<file path="config.mk">
export PLATFORM = sky130hd
export DESIGN_NAME = updown_mod_counter
export DESIGN_NICKNAME = d
export VERILOG_FILES = /design/src/rtl/counter_pkg.sv /design/src/rtl/counter_step.sv /design/src/rtl/updown_mod_counter.sv
export SDC_FILE = /design/constraint.sdc
export NUM_CORES = 1
export LEC_CHECK = 0
export CORE_MARGIN = 3
export CORE_UTILIZATION = 45
export DETAILED_ROUTE_END_ITERATION = 6
export GPL_TIMING_DRIVEN = 0
export HOLD_SLACK_MARGIN = 0.1
export PLACE_DENSITY = 0.79
export SYNTH_ARGS = -nofsm -noshare
export SYNTH_HDL_FRONTEND = slang
export SYNTH_SLANG_ARGS = --single-unit
</file>
<file path="constraint.sdc">
create_clock -name clk -period 4.4 [get_ports clk]
set_input_delay 0.44 -clock clk [delete_from_list [all_inputs] [get_ports clk]]
set_output_delay 0.44 -clock clk [all_outputs]
set_load 0.05 [all_outputs]
</file>
<file path="src/rtl/counter_pkg.sv">
// counter_pkg: shared types and constants for the up/down modulo counter
package counter_pkg;
  typedef enum logic [1:0] {MODE_WRAP, MODE_SAT, MODE_ONESHOT} cnt_mode_e;
  typedef enum logic {ST_RUN, ST_HALT} cnt_state_e;
  localparam logic DIR_UP = 1'b0;
  localparam logic DIR_DN = 1'b1;
endpackage

</file>
<file path="src/rtl/counter_step.sv">
// counter_step: next-count and bound detection for one enabled step
module counter_step
  import counter_pkg::*;
#(
  parameter int WIDTH = 8,
  parameter int MOD = 256
) (
  input  logic [WIDTH-1:0] count,
  input  logic             m,
  input  cnt_mode_e        mode,
  output logic [WIDTH-1:0] next_count,
  output logic             at_bound,
  output logic             is_up
);
  localparam logic [WIDTH:0] MAXV = MOD[WIDTH:0] - 1'b1;
  logic [WIDTH:0] wide;
  assign wide = {1'b0, count};
  assign is_up = m == DIR_UP;
  assign at_bound = is_up ? wide == MAXV : wide == '0;
  assign next_count = !at_bound ? (is_up ? count + 1'b1 : count - 1'b1) :
                      mode != MODE_WRAP ? count :
                      is_up ? '0 : MAXV[WIDTH-1:0];
endmodule

</file>
<file path="src/rtl/updown_mod_counter.sv">
// updown_mod_counter: loadable up/down modulo counter with wrap/saturate/one-shot end policies
module updown_mod_counter
  import counter_pkg::*;
#(
  parameter int WIDTH = 8,
  parameter int MOD = 256
) (
  input  logic             clk,
  input  logic             rst,
  input  logic             en,
  input  logic             m,
  input  logic             load,
  input  logic [WIDTH-1:0] din,
  input  logic [1:0]       mode_sel,
  input  logic [WIDTH-1:0] cmp_val,
  input  logic             clr_flags,
  output logic [WIDTH-1:0] count,
  output logic             tc,
  output logic             ovf,
  output logic             unf,
  output logic             halted,
  output logic             match
);
  localparam logic [WIDTH:0] MODW = MOD[WIDTH:0];
  localparam logic [WIDTH:0] MAXV = MODW - 1'b1;
  cnt_state_e state;
  cnt_mode_e mode;
  logic [WIDTH-1:0] next_count, din_clamped;
  logic at_bound, is_up, go, bound_hit;
  assign mode = mode_sel == 2'b11 ? MODE_WRAP : cnt_mode_e'(mode_sel);
  assign go = en && !load && state == ST_RUN;
  assign bound_hit = go && at_bound;
  assign din_clamped = {1'b0, din} >= MODW ? MAXV[WIDTH-1:0] : din;
  assign match = count == cmp_val;
  assign halted = state == ST_HALT;
  counter_step #(.WIDTH(WIDTH), .MOD(MOD)) u_step (
    .count(count),
    .m(m),
    .mode(mode),
    .next_count(next_count),
    .at_bound(at_bound),
    .is_up(is_up)
  );
  always_ff @(posedge clk) begin
    if (rst) begin
      count <= '0;
      tc <= 1'b0;
      ovf <= 1'b0;
      unf <= 1'b0;
      state <= ST_RUN;
    end else begin
      tc <= bound_hit;
      ovf <= (ovf && !clr_flags) || (bound_hit && is_up);
      unf <= (unf && !clr_flags) || (bound_hit && !is_up);
      if (load) begin
        count <= din_clamped;
        state <= ST_RUN;
      end else if (go) begin
        count <= next_count;
        if (at_bound && mode == MODE_ONESHOT) state <= ST_HALT;
      end
    end
  end
endmodule

</file>
After elaboration in Yosys (flattened, before gate mapping) --
Index checks and enable logic that the tools add are counted.
Operators by class: eq/ne operators 5, $add $sub $neg 2, bitwise gates (word level) 2, multiplexer cells 8, reductions and logical operators 18
Operators with widths (count):
- $mux W8 | 6
- $logic_not A9 Y1 | 1
- $add A8 B1 Y8 const B | 1
- $eq A8 B8 Y1 | 1
- $eq A8 B8 Y1 const B | 1
- $logic_and A1 B1 Y1 | 8
- $sub A8 B1 Y8 const B | 1
- $eq A2 B2 Y1 const B | 2
- $reduce_and A2 Y1 | 2
- $reduce_bool A2 Y1 | 2
- $ne A3 B3 Y1 const B | 1
- $logic_not A1 Y1 | 2
- $logic_or A1 B1 Y1 | 2
- $mux W2 | 1
- $not A1 Y1 | 2
- $reduce_or A2 Y1 | 1
- $mux W1 | 1
Word-level totals: word-level logic and storage cells 40, register bits after elaboration 12, bits of input ports 24, output and inout bits 13

Longest topological paths before layout --
Gate-level depths: netlist (run 1).
word-level depth 7, depth in mapped cells 9, depth with buffers taken out 7

Cells and area by module --
Synthesis (run 1) repeated with hierarchy kept, for this count alone.
Unflattened totals: cells, all modules 130, area, all modules 1084.8 µm²
By module, submodules not included:
- updown_mod_counter | cells each 64, times used 1, area an instance 621.8 µm², seq. area each 240.2 µm²
- counter_step | cells each 66, times used 1, area an instance 462.9 µm², seq. area each 0.0 µm²

Worst setup path after synthesis (run 1) --
Ideal clock, no wire load.
kind register to register, start point reg count[1], end point reg count[7], clock period less this slack 2.294 ns, path buffers 0, stages on the path, launching flop included 7, setup slack 2.106 ns, required time 4.267 ns, setup time 0.133 ns, arrival time 2.162 ns, path through dfxtp_1 -> ha_1 -> a211oi_1 -> nor2_1 -> a221oi_1 -> mux2i_1 -> o221ai_1
On the way: cells in the longest elaborated chain, start to end 5, elaborated cells between the ends (all ways) 11, classes of those cells 2 x add/sub; 2 x eq/ne; 5 x mux; 2 x reduce/logical
Ends and longest elaborated chain:
- start: declaration | line updown_mod_counter.sv:17 | output logic [WIDTH-1:0] count,
- start signal: assignment | line updown_mod_counter.sv:56 | count <= din_clamped;
- start signal: assignment | line updown_mod_counter.sv:59 | count <= next_count;
- $add A8 B1 Y8 (tied with other cells) | line counter_step.sv:20 | assign next_count = !at_bound ? (is_up ? count + 1'b1 : count - 1'b1) :
- $mux W8 or $mux W1 (tied branches) | line counter_step.sv:20, counter_step.sv:19
- $mux W8 | line counter_step.sv:20
- $mux W8 | line updown_mod_counter.sv:58 | end else if (go) begin
- $mux W8 | line updown_mod_counter.sv:55 | if (load) begin
Several ways; a longest one is shown, not always the timed one. The select of a mux whose other input is x is not followed. A chain may end at the register's enable or synchronous reset.

Final worst setup path (run 1) --
start point in m, end point reg count[7]
On the way: cells in the longest elaborated chain, start to end 5, elaborated cells between the ends (all ways) 9, classes of those cells 1 x eq/ne; 7 x mux; 1 x reduce/logical
Ends and longest elaborated chain:
- start: declaration | line updown_mod_counter.sv:11 | input logic m,
- $mux W8 | line counter_step.sv:22 | is_up ? '0 : MAXV[WIDTH-1:0];
- $mux W8 | line counter_step.sv:21 | mode != MODE_WRAP ? count :
- $mux W8 | line counter_step.sv:20
- $mux W8 | line updown_mod_counter.sv:58
- $mux W8 | line updown_mod_counter.sv:55
Several ways; a longest one is shown, not always the timed one. The select of a mux whose other input is x is not followed.

==> results of run 1 <==
## path summary, 6_finish.rpt
kind / from / to / slack (ns)
max: m / count[7]$_SDFFE_PP0P_ / 1.77
min: unf$_SDFF_PP0_ / unf$_SDFF_PP0_ / 0.49
max reg2reg: count[1]$_SDFFE_PP0P_ / count[7]$_SDFFE_PP0P_ / 2.21
min reg2reg: unf$_SDFF_PP0_ / unf$_SDFF_PP0_ / 0.49
## layout by cell type (no fill, tap or decap), types with 5 or more instances in the layout
master                            netlist  layout
sky130_fd_sc_hd__nand3_1                5       5
sky130_fd_sc_hd__clkdlybuf4s50_1        0      36
sky130_fd_sc_hd__dfxtp_1               12      12
sky130_fd_sc_hd__nor2_1                13      13
sky130_fd_sc_hd__ha_1                   7       7
sky130_fd_sc_hd__o21ai_0                7       7
sky130_fd_sc_hd__xnor2_1               10      10
sky130_fd_sc_hd__nand2_1                6       6
## metrics by stage
| step | total power, W | hold WS [ns] |
|---|---|---|
| after floorplan | 0.000291 | 0.512 |
| after global placement | 0.000358 | 0.462 |
| after detailed placement | 0.000363 | 0.460 |
| after CTS | 0.000455 | 0.490 |
| after global routing | 0.000486 | 0.526 |
| final | 0.000456 | 0.492 |
## state kept, by name, indices dropped and copies added (netlist names)
name and flops:
halted 1, count 8, unf 1, ovf 1, tc 1
## routing by layer
metal	global-route usage [%]	vias to the layer above	part of all wire, %	routed length, µm
li1	-	565	-	-
met1	25.8	527	43	1270
met2	36.6	40	48	1400
met3	5.09	5	7.5	219
met4	8.91	0	1.3	37
met5	0	-	0	0
## layout make-up
type / instances / share of cell area, %
plain buffers: 4 / 2.40
clock buffers: 4 / 2.40
inverters: 6 / 1.49
multi-input cells: 106 / 51.7
flip-flops and latches: 12 / 15.9
well taps: 28 / 2.32
repair buffers: 36 / 23.8
## cell families after synthesis
family | synth area share (%)
buffers and inverters | 5.44
adders and majority gates | 9.95
muxes | 3.70
AOI/OAI and AO/OA | 24.2
xor gates and xnor gates | 9.72
DFF | 22.2
and+or+nand+nor | 24.8
## worst max-delay path: stages
cell	delay, ns
sky130_fd_sc_hd__clkdlybuf4s50_1	0.78
sky130_fd_sc_hd__ha_1	0.32
sky130_fd_sc_hd__a211oi_1	0.43
sky130_fd_sc_hd__nor2_1	0.14
sky130_fd_sc_hd__a221oi_1	0.31
sky130_fd_sc_hd__mux2i_1	0.24
sky130_fd_sc_hd__o221ai_1	0.14
## power groups by stage
stage | combinational, W | clock [W] | sequential, W
finish | 0.000224 | 0.0000933 | 0.000138
global placement | 0.000217 | 0 | 0.000140
floorplan | 0.000120 | 0 | 0.000171
detailed placement | 0.000223 | 0 | 0.000141
global route | 0.000246 | 0.000100 | 0.000140
CTS | 0.000223 | 0.0000937 | 0.000138
==> run summary, run 1 <==
- complete, no violations — run status
- 1,114 — number of global-route vias before repair
- 39.9% — synth-to-layout area growth
- 40.3% — share of total power consumed by net switching
- 2250 µm² — Std-Cell Core Area
- 0.875 — final weighted congestion in routability-driven placement
- false — RSZ-0062 raised after global routing
- 160 — nets in the synthesized netlist
- 0.000917 ns — clock tree skew after final layout
- 0 ns — Post-Route Setup TNS
- 22.2% — area share of the largest cell type after synthesis
- 192 — placed cells
- 2.80 ns — critical path arrival
- 13 — largest net degree at the start of global routing
- 1 — Worst Hold Path Cells
- 3030 µm² — Die ar.
- 12 — highest net fanout along the worst path
- 199 — filler cell count
- 67.1% — fraction of the core area covered by cells at the end of the flow
- 61.6% — headroom to the max-slew limit
- 2.63 ns — Min Clock Period, post-route
- 37 — number of top-level design ports
- 196 — final non-filler cell total
- 55.0 µm — vertical extent of the die
- 17 — FP Rows
- 0.08 ns — clock transition time at the flip-flop clock pins of the worst setup and hold paths
- 4680 µm — global-route wire length before repair
- 0 — post-CTS resize count
- 0.000273 W — design internal power
- 1 — number of levels in the clock H-tree
- 0 — Post-CTS Setup Bufs
- 0 — antenna cell count
- sky130_fd_sc_hd__dfxtp_1, sky130_fd_sc_hd__ha_1, sky130_fd_sc_hd__xnor2_1, sky130_fd_sc_hd__nor2_1, sky130_fd_sc_hd__mux2i_1 — Area contributors post-synth
- input pin to register — start-to-end type of the worst setup path
- 240 µm² — sequential cell area in the final layout
- 12 — flop and latch count out of synthesis
- 201 — total number of nets in the final design
- 6 — number of cells on the worst reg-to-reg path
- 1,137 — number of vias in the routed layout
- 302 nW/µm² — power density relative to cell area
- 36 — IO buf count
- 0% — share of synthesized registers carrying an async set or reset
- yes — TritonCTS clock tree
- 0 — # DRC
- 0.572 nW — Leakage Power
- 2920 µm — total routed wirelength
- sky130_fd_sc_hd__nor2_1 — most frequent cell after synthesis
- 8.93% — share of cells above drive strength 1
- 0.000184 W — switching power
- 3 — clock buffer count from CTS
- 5.80 — average vias per placed instance
- 2250 µm — DP Wirelength
- 30.4% — Sequential Power Share
- 1510 µm² — area of all placed cells without fillers
- register to register — worst min-delay path category
- 782 µm² — total area of multi-input combinational cells
- 47 — count of unique library cells instantiated by Yosys
- sky130_fd_sc_hd__dfxtp_1 — Post-synth top flop
- 0 — count of hold buffers inserted by post-cts repair
- 0 — final number of hold-violating endpoints
- 128 — post-synthesis instance total
- 4.56 ns — Critical Path RT
- 0 — Post-synth EDFFs
- 47.9% — initial standard-cell utilization of the core
- 1080 µm² — Post-Synthesis Cell Area
- 0.185 mV — IR drop worst, VDD
- 0 — Warnings, synthesis
- 0 — number of setup violations in the final report
- sky130_fd_sc_hd__nor2_1, sky130_fd_sc_hd__dfxtp_1, sky130_fd_sc_hd__xnor2_1 — top cells by count, synth
- 22.2% — sequential fraction of the synthesis area
- 21.5% — Global Route Usage Sum
- 0.574 ns — pin slew with the least headroom to its limit
- 0 — final max-slew violation count
- 0 — number of maximum-capacitance constraint violations
- input pin — type of element launching the critical path
- 12 — sink count of the clock tree
- 0.28 ns — Skew-Pair Late Insertion Delay
- 8.45 µm² — mean cell area of the mapped netlist
- 1480 µm² — post-placement cell area
- 0.380 GHz — timing-limited maximum frequency
- 4 — first-pass detailed-route iteration total
- 59.8% — Final Cycle Share
- 20.5% — Clk network pwr share
- 0 — global route overflow
- 0 — number of antenna violations at the first check in global routing
- 2 — maximum count of clock buffers along a single path
- 14.9 µm — post-detailed-route wirelength per cell
- 1.77 ns — Worst Slack Setup Final
- sky130_fd_sc_hd__dfxtp_1 — leading area contributor after synthesis
- 1.50 ns — Setup WS pre-CTS
- 0 — Antenna Nets Post-Route
- 49.2% — Comb power frac
- register — crit end category
- 55.0 µm — die width
- sky130_fd_sc_hd__clkbuf_4 — buffer cell driving the clock tree root
- 18 — number of DRC violations after detailed-routing iteration 0
Power figures use the tool's default switching activity.
==> run 2: changes to the inputs <==
==> constraint.sdc (replaced) <==
create_clock -name clk -period 2.6 [get_ports clk]
set_input_delay 0.26 -clock clk [delete_from_list [all_inputs] [get_ports clk]]
set_output_delay 0.26 -clock clk [all_outputs]
set_load 0.05 [all_outputs]
==> run 2 against run 1 <==
  * Register-to-register slack lost 1.8 ns
  * First-iteration DRC count is the same
  * Via count up 0.53%
  * Sequential power rose by 70%
  * Clock skew is 0.0011 ns higher
  * Final area increased by 0.17%
  * Critical path depth fell by 3
  * Critical path type is now register to output port
==> run summary, run 2 (synthesized netlist as in run 1, its figures left out) <==
- complete, no violations — run status, unchanged
- sky130_fd_sc_hd__clkdlybuf4s50_1 — most common cell after layout, fill and taps aside, unchanged
- 40.2% — share of total power consumed by net switching, was 40.3%
- 0 — final number of hold-violating endpoints, unchanged
- sky130_fd_sc_hd__clkdlybuf4s50_1, sky130_fd_sc_hd__nor2_1, sky130_fd_sc_hd__dfxtp_1, sky130_fd_sc_hd__xnor2_1 — most frequent cells in the layout, unchanged
- 55.0 µm — vertical extent of the die, unchanged
- 2.26 ns — Min Clock Period, post-route
- 1,114 — number of global-route vias before repair, unchanged
- 0.443 GHz — timing-limited maximum frequency
- 8.93% — share of cells above drive strength 1, unchanged
- 509 nW/µm² — power density relative to cell area, was 302 nW/µm²
- 3 — clock buffer count from CTS, unchanged
- 0.492 ns — final hold slack, about the same
- 4 — first-pass detailed-route iteration total, unchanged
- 2250 µm² — Std-Cell Core Area, unchanged
- register — type of element launching the critical path, was input pin
- count[7]$_SDFFE_PP0P_ — Reg-to-Reg End, unchanged
- 0 — # DRC, unchanged
- output port — crit end category, was register
- 21.5% — Global Route Usage Sum, unchanged
- 0 — final max-slew violation count, unchanged
- 0 ns — Post-Route Setup TNS, unchanged
- 0 — number of setup violations in the final report, unchanged
- 20.5% — Clk network pwr share, about the same
- 2.00 ns — critical path arrival, was 2.80 ns
- 49.2% — Comb power frac, about the same
- 2.34 ns — Critical Path RT, was 4.56 ns
- count[1]$_SDFFE_PP0P_ — startpoint of the lowest-slack register-to-register path, unchanged
- 201 — total number of nets in the final design, unchanged
- 8 — max reg flops, unchanged
- 3030 µm² — Die ar., unchanged
- 0 — global route overflow, unchanged
- 0 — Antenna Nets Post-Route, unchanged
- 36 — IO buf count, unchanged
- 37 — number of top-level design ports, unchanged
- 0.000311 W — switching power, was 0.000184 W
- 60.8% — headroom to the max-slew limit, was 61.6%
- 18 — number of DRC violations after detailed-routing iteration 0, unchanged
- 40.2% — synth-to-layout area growth, was 39.9%
- false — RSZ-0062 raised after global routing, unchanged
- 47.9% — initial standard-cell utilization of the core, unchanged
- 2 — maximum count of clock buffers along a single path, unchanged
- 0.313 mV — IR drop worst, VDD, was 0.185 mV
- 7 — highest net fanout along the worst path, was 12
- 6 — number of cells on the worst reg-to-reg path, unchanged
- count — register ranked first by flip-flop count, unchanged
- 12 — sink count of the clock tree, unchanged
- 2250 µm — DP Wirelength, unchanged
- 0.581 nW — Leakage Power, was 0.572 nW
- 0 — number of maximum-capacitance constraint violations, unchanged
- 14.9 µm — post-detailed-route wirelength per cell, about the same
- 86.8% — Final Cycle Share
- 0.875 — final weighted congestion in routability-driven placement, unchanged
- 1,143 — number of vias in the routed layout, was 1,137
- yes — TritonCTS clock tree, unchanged
- 13 — largest net degree at the start of global routing, unchanged
- 0 — number of antenna violations at the first check in global routing, unchanged
- 5.83 — average vias per placed instance, was 5.80
- 0.00201 ns — clock tree skew after final layout, was 0.000917 ns
- match — Worst setup endpoint, was count[7]$_SDFFE_PP0P_
- 4680 µm — global-route wire length before repair, unchanged
- 17 — FP Rows, unchanged
- register to register — worst min-delay path category, unchanged
- sky130_fd_sc_hd__clkbuf_4 — buffer cell driving the clock tree root, unchanged
- 197 — filler cell count, was 199
- 0.08 ns — clock transition time at the flip-flop clock pins of the worst setup and hold paths, about the same
- count[4]$_SDFFE_PP0P_ — crit path from, was m
- 0.42 ns — r2r setup slk, was 2.21 ns
- 0.585 ns — pin slew with the least headroom to its limit, was 0.574 ns
- 0 — antenna cell count, unchanged
- 2920 µm — total routed wirelength, about the same
- 0.28 ns — Skew-Pair Late Insertion Delay, about the same
- 0.000461 W — design internal power, was 0.000273 W
- 1 — number of levels in the clock H-tree, unchanged
- register to output port — start-to-end type of the worst setup path, was input pin to register
- 30.3% — Sequential Power Share, was 30.4%
- 55.0 µm — die width, unchanged
-- run 2: through the flow --
| step | instance area [µm²] | utilization [%] | worst slack [ns] | cells | total power (W) |
|---|---|---|---|---|---|
| floorplan | 1080 | - | 0.306 | 128 | 0.000492 |
| global placement | 1480 | 65.5 | -0.108 | 192 | 0.000605 |
| global route | 1520 | 67.2 | 0.209 | 196 | 0.000822 |
| CTS | 1510 | 67.1 | 0.162 | 196 | 0.000770 |
| finish | 1520 | 67.2 | 0.344 | 196 | 0.000772 |
| detailed placement | 1480 | 65.5 | -0.120 | 192 | 0.000615 |
-- run 2: cell type report --
class	instances	area (µm²)	share of cell area, %
buffer	4	36.3	2.39
clock buffer	4	36.3	2.39
inverter	6	22.5	1.49
multi-input combinational	106	782	51.6
sequential	12	240	15.9
tap	28	35.0	2.31
timing repair buffer	36	363	23.9
-- run 2: critical path: stages, from the launching register on --
cell                              delay [ns]
sky130_fd_sc_hd__dfxtp_1                0.52
sky130_fd_sc_hd__xnor2_1                0.16
sky130_fd_sc_hd__nand4_1                0.12
sky130_fd_sc_hd__nor2_1                 0.11
sky130_fd_sc_hd__clkdlybuf4s50_1        0.81
-- run 2: layer usage --
layer  vias up  wire length, µm  GRT usage [%]
met4         0               18           8.91
met1       535             1270           25.8
li1        564                -              -
met5         -                0              0
met2        42             1390           36.6
met3         2              241           5.09
-- run 2: power by group through the flow --
stage	combinational [W]	clock, W	sequential (W)
final	0.000379	0.000159	0.000234
after CTS	0.000378	0.000159	0.000234
after floorplan	0.000203	0	0.000290
after global placement	0.000368	0	0.000237
after global routing	0.000416	0.000169	0.000237
after detailed placement	0.000377	0	0.000238
-- run 2: timing repair --
action,4_1_cts,5_1_grt
resized for setup,0,1
endpoints found under the setup margin,0,1
hold buffers,0,0
buffers inserted,0,0
-- run 2: worst min path at each step --
stage | cells past startpoint | to | start
after floorplan | 1 | halted$_SDFFE_PP0P_ | load
after global placement | 1 | ovf$_SDFF_PP0_ | ovf$_SDFF_PP0_
after detailed placement | 1 | unf$_SDFF_PP0_ | unf$_SDFF_PP0_
after CTS | 1 | unf$_SDFF_PP0_ | unf$_SDFF_PP0_
after global routing | 3 | count[2]$_SDFFE_PP0P_ | din[2]
final | 1 | unf$_SDFF_PP0_ | unf$_SDFF_PP0_
